<file path="config.mk">
export PLATFORM = sky130hd
export DESIGN_NAME = pipe_hazard_ctrl
export DESIGN_NICKNAME = d
export VERILOG_FILES = /design/src/rtl/pipe_hazard_ctrl.sv
export SDC_FILE = /design/constraint.sdc
export NUM_CORES = 1
export LEC_CHECK = 0
export CAP_MARGIN = 40
export CORE_MARGIN = 2
export CORE_UTILIZATION = 44
export CTS_CLUSTER_SIZE = 30
export DETAILED_ROUTE_END_ITERATION = 10
export GPL_TIMING_DRIVEN = 0
export MAX_ROUTING_LAYER = met4
export PLACE_DENSITY_LB_ADDON = 0.15
export SYNTH_ARGS = -nofsm -noshare
export SYNTH_HDL_FRONTEND = slang
export SYNTH_SLANG_ARGS = --single-unit
</file>
<file path="constraint.sdc">
create_clock -name clk -period 2.5 [get_ports clk]
set_input_delay 0.375 -clock clk [delete_from_list [all_inputs] [get_ports clk]]
set_output_delay 0.375 -clock clk [all_outputs]
set_load 0.05 [all_outputs]
</file>
<file path="src/rtl/pipe_hazard_ctrl.sv">
`default_nettype none
// ============================================================================
// Module      : pipe_hazard_ctrl
// Description : Central control for the 5-stage pipeline. Drives the enable
//               and synchronous-clear of every pipeline register, resolving
//               load-use stalls, taken-branch flushes and multi-cycle data
//               memory freezes (with timeout to a sticky error state). Also
//               keeps a saturating count of cycles in which the PC is held.
// Revision    : 1.0 - initial release
// ============================================================================
module pipe_hazard_ctrl #(
    parameter int REG_W       = 5,
    parameter int MEM_TIMEOUT = 16,
    parameter int CNT_W       = 16
) (
    input  logic             clk,
    input  logic             rst,
    input  logic             idex_memread,
    input  logic [REG_W-1:0] idex_rd,
    input  logic [REG_W-1:0] ifid_rs,
    input  logic [REG_W-1:0] ifid_rt,
    input  logic             ifid_uses_rt,
    input  logic             branch_taken,
    input  logic             mem_req,
    input  logic             mem_ready,
    output logic             pc_en,
    output logic             ifid_en,
    output logic             idex_en,
    output logic             exmem_en,
    output logic             memwb_en,
    output logic             ifid_rst,
    output logic             idex_rst,
    output logic             exmem_rst,
    output logic             memwb_rst,
    output logic             err,
    output logic [CNT_W-1:0] stall_count
);

    // Wide enough to hold MEM_TIMEOUT itself, the value that trips HALT.
    localparam int c_WAIT_W = $clog2(MEM_TIMEOUT + 1);

    localparam logic [c_WAIT_W-1:0] c_WAIT_ONE = c_WAIT_W'(1);
    localparam logic [c_WAIT_W-1:0] c_TIMEOUT  = c_WAIT_W'(MEM_TIMEOUT);
    localparam logic [CNT_W-1:0]    c_CNT_ONE  = CNT_W'(1);
    localparam logic [CNT_W-1:0]    c_CNT_MAX  = '1;

    localparam logic [1:0] c_ST_RUN      = 2'd0;
    localparam logic [1:0] c_ST_MEM_WAIT = 2'd1;
    localparam logic [1:0] c_ST_HALT     = 2'd2;

    logic [1:0]          state_q, state_d;
    logic [c_WAIT_W-1:0] wait_cnt_q, wait_cnt_d;
    logic [CNT_W-1:0]    stall_count_q, stall_count_d;

    logic                w_load_use;
    logic                w_freeze;
    logic [c_WAIT_W-1:0] w_wait_inc;

    // Hazard detection terms shared by the decode below.
    always_comb begin
        w_load_use = idex_memread && (idex_rd != '0) &&
                     ((idex_rd == ifid_rs) || (ifid_uses_rt && (idex_rd == ifid_rt)));
        // In RUN only a real access can stall; once waiting, readiness alone decides.
        w_freeze   = (state_q == c_ST_RUN)      ? (mem_req && !mem_ready) :
                     (state_q == c_ST_MEM_WAIT) ? !mem_ready : 1'b0;
        w_wait_inc = wait_cnt_q + c_WAIT_ONE;
    end

    // Output decode and next-state logic; rst overrides everything.
    always_comb begin
        pc_en      = 1'b1;
        ifid_en    = 1'b1;
        idex_en    = 1'b1;
        exmem_en   = 1'b1;
        memwb_en   = 1'b1;
        ifid_rst   = 1'b0;
        idex_rst   = 1'b0;
        exmem_rst  = 1'b0;
        memwb_rst  = 1'b0;
        err        = 1'b0;
        state_d    = state_q;
        wait_cnt_d = wait_cnt_q;

        if (rst) begin
            pc_en      = 1'b0;
            ifid_en    = 1'b0;
            idex_en    = 1'b0;
            exmem_en   = 1'b0;
            memwb_en   = 1'b0;
            ifid_rst   = 1'b1;
            idex_rst   = 1'b1;
            exmem_rst  = 1'b1;
            memwb_rst  = 1'b1;
            state_d    = c_ST_RUN;
            wait_cnt_d = '0;
        end else begin
            case (state_q)
                c_ST_RUN, c_ST_MEM_WAIT: begin
                    if (w_freeze) begin
                        // Hold everything up to MEM; let WB drain with a bubble.
                        pc_en     = 1'b0;
                        ifid_en   = 1'b0;
                        idex_en   = 1'b0;
                        exmem_en  = 1'b0;
                        memwb_rst = 1'b1;
                        if (state_q == c_ST_RUN) begin
                            state_d    = c_ST_MEM_WAIT;
                            wait_cnt_d = c_WAIT_ONE;
                        end else begin
                            wait_cnt_d = w_wait_inc;
                            if (w_wait_inc == c_TIMEOUT) begin
                                state_d = c_ST_HALT;
                            end
                        end
                    end else begin
                        // A held branch is applied here, in the cycle the pipe moves.
                        if (branch_taken) begin
                            ifid_rst = 1'b1;
                            idex_rst = 1'b1;
                        end else if (w_load_use) begin
                            pc_en    = 1'b0;
                            ifid_en  = 1'b0;
                            idex_rst = 1'b1;
                        end
                        state_d    = c_ST_RUN;
                        wait_cnt_d = '0;
                    end
                end
                c_ST_HALT: begin
                    pc_en    = 1'b0;
                    ifid_en  = 1'b0;
                    idex_en  = 1'b0;
                    exmem_en = 1'b0;
                    memwb_en = 1'b0;
                    err      = 1'b1;
                end
                default: begin
                    // Unreachable encoding: hold the pipe and recover to RUN.
                    pc_en      = 1'b0;
                    ifid_en    = 1'b0;
                    idex_en    = 1'b0;
                    exmem_en   = 1'b0;
                    memwb_en   = 1'b0;
                    state_d    = c_ST_RUN;
                    wait_cnt_d = '0;
                end
            endcase
        end
    end

    // Saturating count of cycles with the PC held, excluding HALT.
    always_comb begin
        stall_count_d = stall_count_q;
        if (!pc_en && (state_q != c_ST_HALT) && (stall_count_q != c_CNT_MAX)) begin
            stall_count_d = stall_count_q + c_CNT_ONE;
        end
    end

    // State, wait counter and performance counter registers.
    always_ff @(posedge clk) begin
        if (rst) begin
            state_q       <= c_ST_RUN;
            wait_cnt_q    <= '0;
            stall_count_q <= '0;
        end else begin
            state_q       <= state_d;
            wait_cnt_q    <= wait_cnt_d;
            stall_count_q <= stall_count_d;
        end
    end

    assign stall_count = stall_count_q;

endmodule
`default_nettype wire
</file>
==> Word-level counts from Yosys, hierarchy flattened <==
Cells that the tools add are included.
{ "totals": {"reg_bits": 23, "output_inout_bits": 26, "wordCells": 61} }
{ "op_classes": {"add_sub_neg": 2, "n_eq_ne": 8, "n_mux": 34, "bitwise": 1, "reduce_logical": 13} }
{ "op_table": {"columns": ["operator", "n"], "rows": [
  ["$mux 1", 27],
  ["$add 16x1->16 const B", 1],
  ["$ne 16x16->1 const B", 1],
  ["$eq 5x5->1", 2],
  ["$mux 5", 2],
  ["$pmux 5 s2", 1],
  ["$logic_and 1x1->1", 6],
  ["$mux 2", 3],
  ["$add 5x1->5 const B", 1],
  ["$eq 5x5->1 const B", 1],
  ["$reduce_bool 5->1", 1],
  ["$ne 4x4->1 const B", 1],
  ["$pmux 2 s2", 1],
  ["$eq 2x1->1 const B", 1],
  ["$eq 2x2->1 const B", 1],
  ["$logic_not 1->1", 2],
  ["$logic_not 2->1", 1],
  ["$ne 2x2->1 const B", 1],
  ["$reduce_and 2->1", 1],
  ["$reduce_or 2->1", 1],
  ["$logic_or 1x1->1", 1],
  ["$not 1->1", 1]
]} }

==> Depth between registers and ports, before layout <==
Gate-level depths: netlist of the first run.
{ "logic_depth": {"ltp_word": 12, "mapped_depth": 9, "mapped_depth_nobuf": 7} }

==> Worst setup path after synthesis of the first run <==
Ideal clock, no wire load.
{ "synth_timing": {"path_kind": "input port to output port", "from": "in mem_req", "to": "out pc_en", "arrival_time_ns": 2.695, "setup_slack_ns": -0.570, "path_stages": 4, "path_buffers": 1, "path_cell_list": "o21ba_2 nor3_1 o31a_1 buf_4"} }
{ "synth_between": {"elab_chain_cells": 5} }
{ "synth_rtl": {"columns": ["item", "line_no", "source"], "rows": [
  ["start, declared", "24", "input logic mem_req,"],
  ["$logic_and 1x1->1", "64", "w_freeze = (state_q == c_ST_RUN) ? (mem_req && !mem_ready) :"],
  ["$mux 1", "64", null],
  ["$mux 1 (3 in series)", null, null],
  ["end, declared", "26", "output logic pc_en,"]
]} }
Every way passes these cells.

==> Worst setup path in the final report of the first run <==
{ "layout_timing": {"from": "in idex_rd[1]", "to": "out pc_en"} }
{ "layout_between": {"elab_chain_cells": 9} }
{ "layout_rtl": {"columns": ["item", "line_no", "source"], "rows": [
  ["start, declared", "19", "input logic [REG_W-1:0] idex_rd,"],
  ["$eq 5x5->1", "62", "((idex_rd == ifid_rs) || (ifid_uses_rt && (idex_rd == ifid_rt)));"],
  ["$logic_and 1x1->1", "62", null],
  ["$logic_or 1x1->1", "62", null],
  ["$logic_and 1x1->1 (*)", "61", "w_load_use = idex_memread && (idex_rd != '0) &&"],
  ["$mux 1 (*)", "120", "end else if (w_load_use) begin"],
  ["$mux 1 (*)", "117", "if (branch_taken) begin"],
  ["$mux 1 (*)", "99", "if (w_freeze) begin"],
  ["$mux 1 (*)", "97", "case (state_q)"],
  ["$mux 1 (*)", "84", "if (rst) begin"]
]} }
Every way passes the cells marked *; elsewhere a longest branch is shown, timed or not.

==> results.yml, run 1 <==
grt:
  antenna_found_initial: 0
  grt_pass1_wl_mm: 5.67
  grt_max_degree: 14
  grt-ovfl-total: 0
  first_global_vias: 1308
  grt_usage: 0.213
sta:
  finalCriticalPeriod_ns: 2.44
  setup_ws_ns: 0.0650
  finalSetupViolCount: 0
  relSlewSlack: 0.560
  rsz0062_at_grt: "yes"
  hold_viol_final: 0
  finalCritPeriodShare: 0.974
  final.setup_skew_ns: 0.00667
  tightest_slew_ns: 0.651
  slew_violations: 0
  max_freq_mhz: 411
run_status:
  violations: "design-rule violations"
  status: "finished, violations left"
cells_and_area:
  layout_commonest_cell: "clkdlybuf4s50_1"
  fin_cells: 244
  syn_to_final_growth_pct: 41.8
  num-nets-final: 238
  fillCellCount: 247
  multi_input_area_um2: 801
  mostFrequentLayoutCells: "clkdlybuf4s50_1 (37), dfxtp_1 (23), a21oi_1 (15)"
  regArea_um2: 460
  drive_gt1_frac: 0.0892
  stdcell_area_um2: 1870
  n_antenna_cell: 0
power_and_ir_drop:
  leakage_nw: 0.701
  power_density_nw_per_um2: 405
  ir_worst_vdd_v: 0.000341
place:
  routabilityCongestion: 0.834
  pre_cts_ws_ns: -0.574
  portBuffers: 47
  dpl.hpwl_mm: 2.73
  dp.cells: 239
  placed_cell_area_um2: 1840
setup_path:
  r2r-end: "stall_count[15]$_SDFFE_PP0P_"
  worstPathArrival_ns: 2.06
  rr_worst_depth: 8
  cp_num_buf_inv: 3
  cp-endpoint: "pc_en"
  r2r_start: "stall_count[0]$_SDFFE_PP0P_"
  critPathLaunch: "idex_rd[1]"
  critPathKind: "in -> out"
  critPathTopFamily: "buffers and inverters"
  r2r_slack_ns: 0.40
  path_depth: 6
  slowest_delay_ns: 0.56
  critPathCaptureType: "output pin"
  cpMostUsedCell: "buf_4"
  crit_slowest_cell: "or4_1"
  crit_fanout: 3
  path_cells: "clkdlybuf4s50_1, or4_1, o21ai_2, o31a_1, buf_4, buf_4"
  startpoint_type: "input pin"
  worst_ep_required_time_ns: 2.12
clock_tree:
  clk_latency_ns: 0.32
  clockBufferDepth: 2
  clock_sink_count: 23
  tritoncts: "yes"
  clk_pin_slew_worst_paths_ns: 0.13
  h-tree-depth: 1
  numCtsBuffers: 3
  cts_root_buffer: "clkbuf_4"
  holdBufCountCts: 0
floorplan:
  die_height_um: 58.7
  ios: 48
  die_w_um: 58.7
  dieArea_um2: 3450
  start_util: 0.470
  core-area_um2: 2810
  num_rows: 19
detailed_routing:
  drc: 4
  ant_nets: 0
  drtPass1Iterations: 9
  detail_route.wirelength_mm: 3.60
  drtIter0Drc: 101
  viasPerCell: 5.72
  num_vias: 1396
  wl_per_cell_um: 14.7
synthesis:
  yosys_register_bits: 23
  syn_inst: 161
  synthXorXnorAreaFrac: 0.0798
  synth_top_family_by_area: "simple AND/OR/NAND/NOR gates"
  synth.area.mux_share: 0.0161
  yosysUniqueCellTypes: 38
  ys.flop_type: "dfxtp_1"
  synth_compound_area_frac: 0.198
  synth_area_um2: 1320
  ys_top_cells_by_area: "dfxtp_1 (35%), xor2_1 (7.3%), a21oi_1 (5.7%), o21ai_0 (5.7%), or3_1 (4.7%)"
  yosys.area.top_type: "dfxtp_1"
  synth-edff-count: 0
  ys_seq_area_frac: 0.349
  syn-num-nets: 185
  post-synth-top-area-fraction: 0.349
  yosys_warnings: 0
  async_flop_share: 0
  synth_fa_ha_area_frac: 0.0190
  synthSimpleGateAreaFrac: 0.284
  syn_avg_cell_area_um2: 8.18
flow_run:
  drv_cap: 0
worst_hold_path:
  hp-class: "reg -> reg"
[tightest hold or removal path: cells and delay by family, from the launching register on]
| family | cells | cell delay (ns) |
|---|---|---|
| DFF | 1 | 0.36 |
| AOI/OAI and AO/OA | 2 | 0.14 |
[synthesized netlist by cell type (4+ instances only)]
cell type / instances
dfxtp_1: 23
a21oi_1: 15
o21ai_0: 15
nand2_1: 11
xor2_1: 11
nor2_1: 10
or3_1: 10
nand3_1: 9
buf_4: 5
and4_1: 4
inv_1: 4
o31ai_1: 4
or4_1: 4
[layout make-up]
type,instances,share of cell area
sequential,23,0.246
inverter,4,0.00804
clock buffer,3,0.0121
tap,31,0.0208
buffer,8,0.0308
clock inverter,1,0.00268
timing repair buffer,48,0.251
multi-input combinational,126,0.429
[what timing repair did]
| action | 4_1_cts | 5_1_grt |
|---|---|---|
| gates resized for setup | 19 | 6 |
| gates cloned | 0 | 0 |
| setup endpoints to repair | 7 | 6 |
| setup buffers | 0 | 1 |
| pin swaps | 1 | 3 |
[layer usage]
layer,global-route usage,share of wire,wire [um]
met4,0.0779,0.011,39
met3,0.0330,0.055,198
met5,-,0,0
met2,0.354,0.51,1820
met1,0.261,0.43,1540
[through the flow]
| step | utilization | setup TNS (ns) | hold WS (ns) | total power, W |
|---|---|---|---|---|
| after CTS | 0.660 | -0.00432 | 0.512 | 0.000763 |
| after global placement | 0.655 | -2.64 | 0.473 | 0.000586 |
| final | 0.666 | 0 | 0.520 | 0.000756 |
| after floorplan | - | 0 | 0.447 | 0.000506 |
| after detailed placement | 0.655 | -3.38 | 0.490 | 0.000591 |
| after global routing | 0.666 | -0.0943 | 0.542 | 0.000789 |
[sequential cells by signal, summed over array words and instances (netlist names)]
| name | count |
|---|---|
| state_q | 2 |
| wait_cnt_q | 5 |
| stall_count | 16 |
[cell families (layout without fill, tap and decap cells)]
kind of cell	after synthesis	in the layout
AOI/OAI and AO/OA	44	44
xor gates and xnor gates	12	12
adders and majority gates	2	2
buffers and inverters	12	64
DFF	23	23
muxes	2	2
and+or+nand+nor	66	66
[power breakdown]
part           switching (W)  internal, W
combinational       0.000111    0.0000833
sequential         0.0000105     0.000374
clock               0.000117    0.0000599
total               0.000239     0.000517
[worst min-delay path by stage]
| stage | start | endpoint | slack, ns | cells past startpoint |
|---|---|---|---|---|
| floorplan | wait_cnt_q[4]$_SDFFE_PP0P_ | wait_cnt_q[4]$_SDFFE_PP0P_ | 0.45 | 1 |
| global placement | wait_cnt_q[4]$_SDFFE_PP0P_ | wait_cnt_q[4]$_SDFFE_PP0P_ | 0.47 | 1 |
| detailed placement | stall_count[15]$_SDFFE_PP0P_ | stall_count[15]$_SDFFE_PP0P_ | 0.49 | 2 |
| CTS | stall_count[15]$_SDFFE_PP0P_ | stall_count[15]$_SDFFE_PP0P_ | 0.51 | 2 |
| global route | stall_count[5]$_SDFFE_PP0P_ | stall_count[5]$_SDFFE_PP0P_ | 0.54 | 2 |
| finish | stall_count[9]$_SDFFE_PP0P_ | stall_count[9]$_SDFFE_PP0P_ | 0.52 | 2 |
Note: power is estimated with default switching activity, not from simulation.
==> inputs of run 2 (changes only) <==
- REMOVE_ABC_BUFFERS: default -> 1
==> results.yml, run 2 (synthesis gave the netlist of run 1 again) <==
setup_path:
  startpoint_type: "input pin"
  crit_fanout: 3
  worstPathArrival_ns: 2.07
  worst_ep_required_time_ns: 2.12
  critPathCaptureType: "output pin"
  critPathKind: "in -> out"
floorplan:
  dieArea_um2: 3450
  die_w_um: 58.7
  die_height_um: 58.7
  num_rows: 19
  start_util: 0.470
  ios: 48
  core-area_um2: 2810
power_and_ir_drop:
  p_switching_w: 0.000238
  ir_worst_vdd_v: 0.000260
  p_total_w: 0.000747
  pwr-share-comb: 0.246
  swShare: 0.318
  pwr-share-clk: 0.240
  sequentialPowerShare: 0.514
  power_density_nw_per_um2: 410
  leakage_nw: 0.651
  p_int_w: 0.000510
cells_and_area:
  n_antenna_cell: 0
  num-nets-final: 229
  fillCellCount: 259
  layout_commonest_cell: "clkdlybuf4s50_1"
  fin_cells: 235
  mostFrequentLayoutCells: "clkdlybuf4s50_1 (39), dfxtp_1 (23), a21oi_1 (15)"
  stdcell_area_um2: 1820
  syn_to_final_growth_pct: 38.4
  largest_reg_flops: 16
  drive_gt1_frac: 0.0784
detailed_routing:
  ant_nets: 0
  num_vias: 1339
  drtIter0Drc: 38
  detail_route.wirelength_mm: 3.20
  drtPass1Iterations: 10
  drc: 5
  viasPerCell: 5.70
  wl_per_cell_um: 13.6
sta:
  relSlewSlack: 0.552
  tightest_slew_ns: 0.662
  rsz0062_at_grt: "yes"
  max_freq_mhz: 408
  hold_ws_ns: 0.522
  finalCritPeriodShare: 0.979
  finalCriticalPeriod_ns: 2.45
  hold_viol_final: 0
  slew_violations: 0
  tns_ns: 0
  final.setup_skew_ns: 0.00547
  finalSetupViolCount: 0
clock_tree:
  h-tree-depth: 1
  cts_root_buffer: "clkbuf_4"
  clk_latency_ns: 0.32
  clock_sink_count: 23
  clk_pin_slew_worst_paths_ns: 0.13
  numCtsBuffers: 3
  cts_setup_buffers: 0
  tritoncts: "yes"
  clockBufferDepth: 2
grt:
  grt_pass1_wl_mm: 5.11
  grt_usage: 0.195
  grt_max_degree: 30
  antenna_found_initial: 0
  grt-ovfl-total: 0
  first_global_vias: 1234
run_status:
  violations: "design-rule violations"
  status: "finished, violations left"
place:
  dp.cells: 231
  portBuffers: 47
  placed_cell_area_um2: 1770
  dpl.hpwl_mm: 2.40
  routabilityCongestion: 0.753
flow_run:
  drv_cap: 0
worst_hold_path:
  hp-class: "reg -> reg"
-- run 2: cell type report --
type / instances / area (um2) / share of cell area
inverter: 4 / 15.0 / 0.00824
multi-input combinational: 126 / 821 / 0.450
clock inverter: 1 / 7.51 / 0.00412
timing repair buffer: 47 / 458 / 0.251
tap: 31 / 38.8 / 0.0213
clock buffer: 3 / 22.5 / 0.0124
sequential: 23 / 460 / 0.253
-- run 2: repair_timing --
action,CTS,global route
hold buffers,0,0
pin swaps,0,1
gates resized for setup,24,7
endpoints found under the setup margin,26,6
-- run 2: path summary, 6_finish.rpt --
path | start | end | slack, ns | cells past startpoint
worst max-delay path | idex_rd[3] | pc_en | 0.05 | 6
worst min-delay path | state_q[0]$_SDFFE_PP0P_ | state_q[0]$_SDFFE_PP0P_ | 0.52 | 1
worst max register to register | stall_count[0]$_SDFFE_PP0P_ | stall_count[15]$_SDFFE_PP0P_ | 0.28 | 7
worst min register to register | state_q[0]$_SDFFE_PP0P_ | state_q[0]$_SDFFE_PP0P_ | 0.52 | 1
-- run 2: per-stage QoR --
step | worst slack, ns | util
after floorplan | -1.61 | -
after global placement | -0.735 | 0.631
after detailed placement | -0.789 | 0.631
after CTS | 0.00692 | 0.639
after global routing | -0.0319 | 0.650
final | 0.0514 | 0.650
-- run 2: critical path, cell delays in order --
cell             delay [ns]
clkdlybuf4s50_1        0.47
xor2_1                 0.20
nor4_2                 0.33
a32oi_2                0.18
o31a_1                 0.31
buf_2                  0.21
-- run 2: per-layer routing --
metal	track usage	part of all wire
met4	0.0649	0.012
met2	0.346	0.53
met3	0.0374	0.053
met1	0.217	0.41
met5	-	0
-- run 2: power by group through the flow --
stage	registers [W]	logic (W)	clock network, W
floorplan	0.000409	0.0000783	0
finish	0.000384	0.000184	0.000179
global route	0.000386	0.000196	0.000199
CTS	0.000384	0.000180	0.000187
detailed placement	0.000392	0.000183	0
global placement	0.000392	0.000180	0
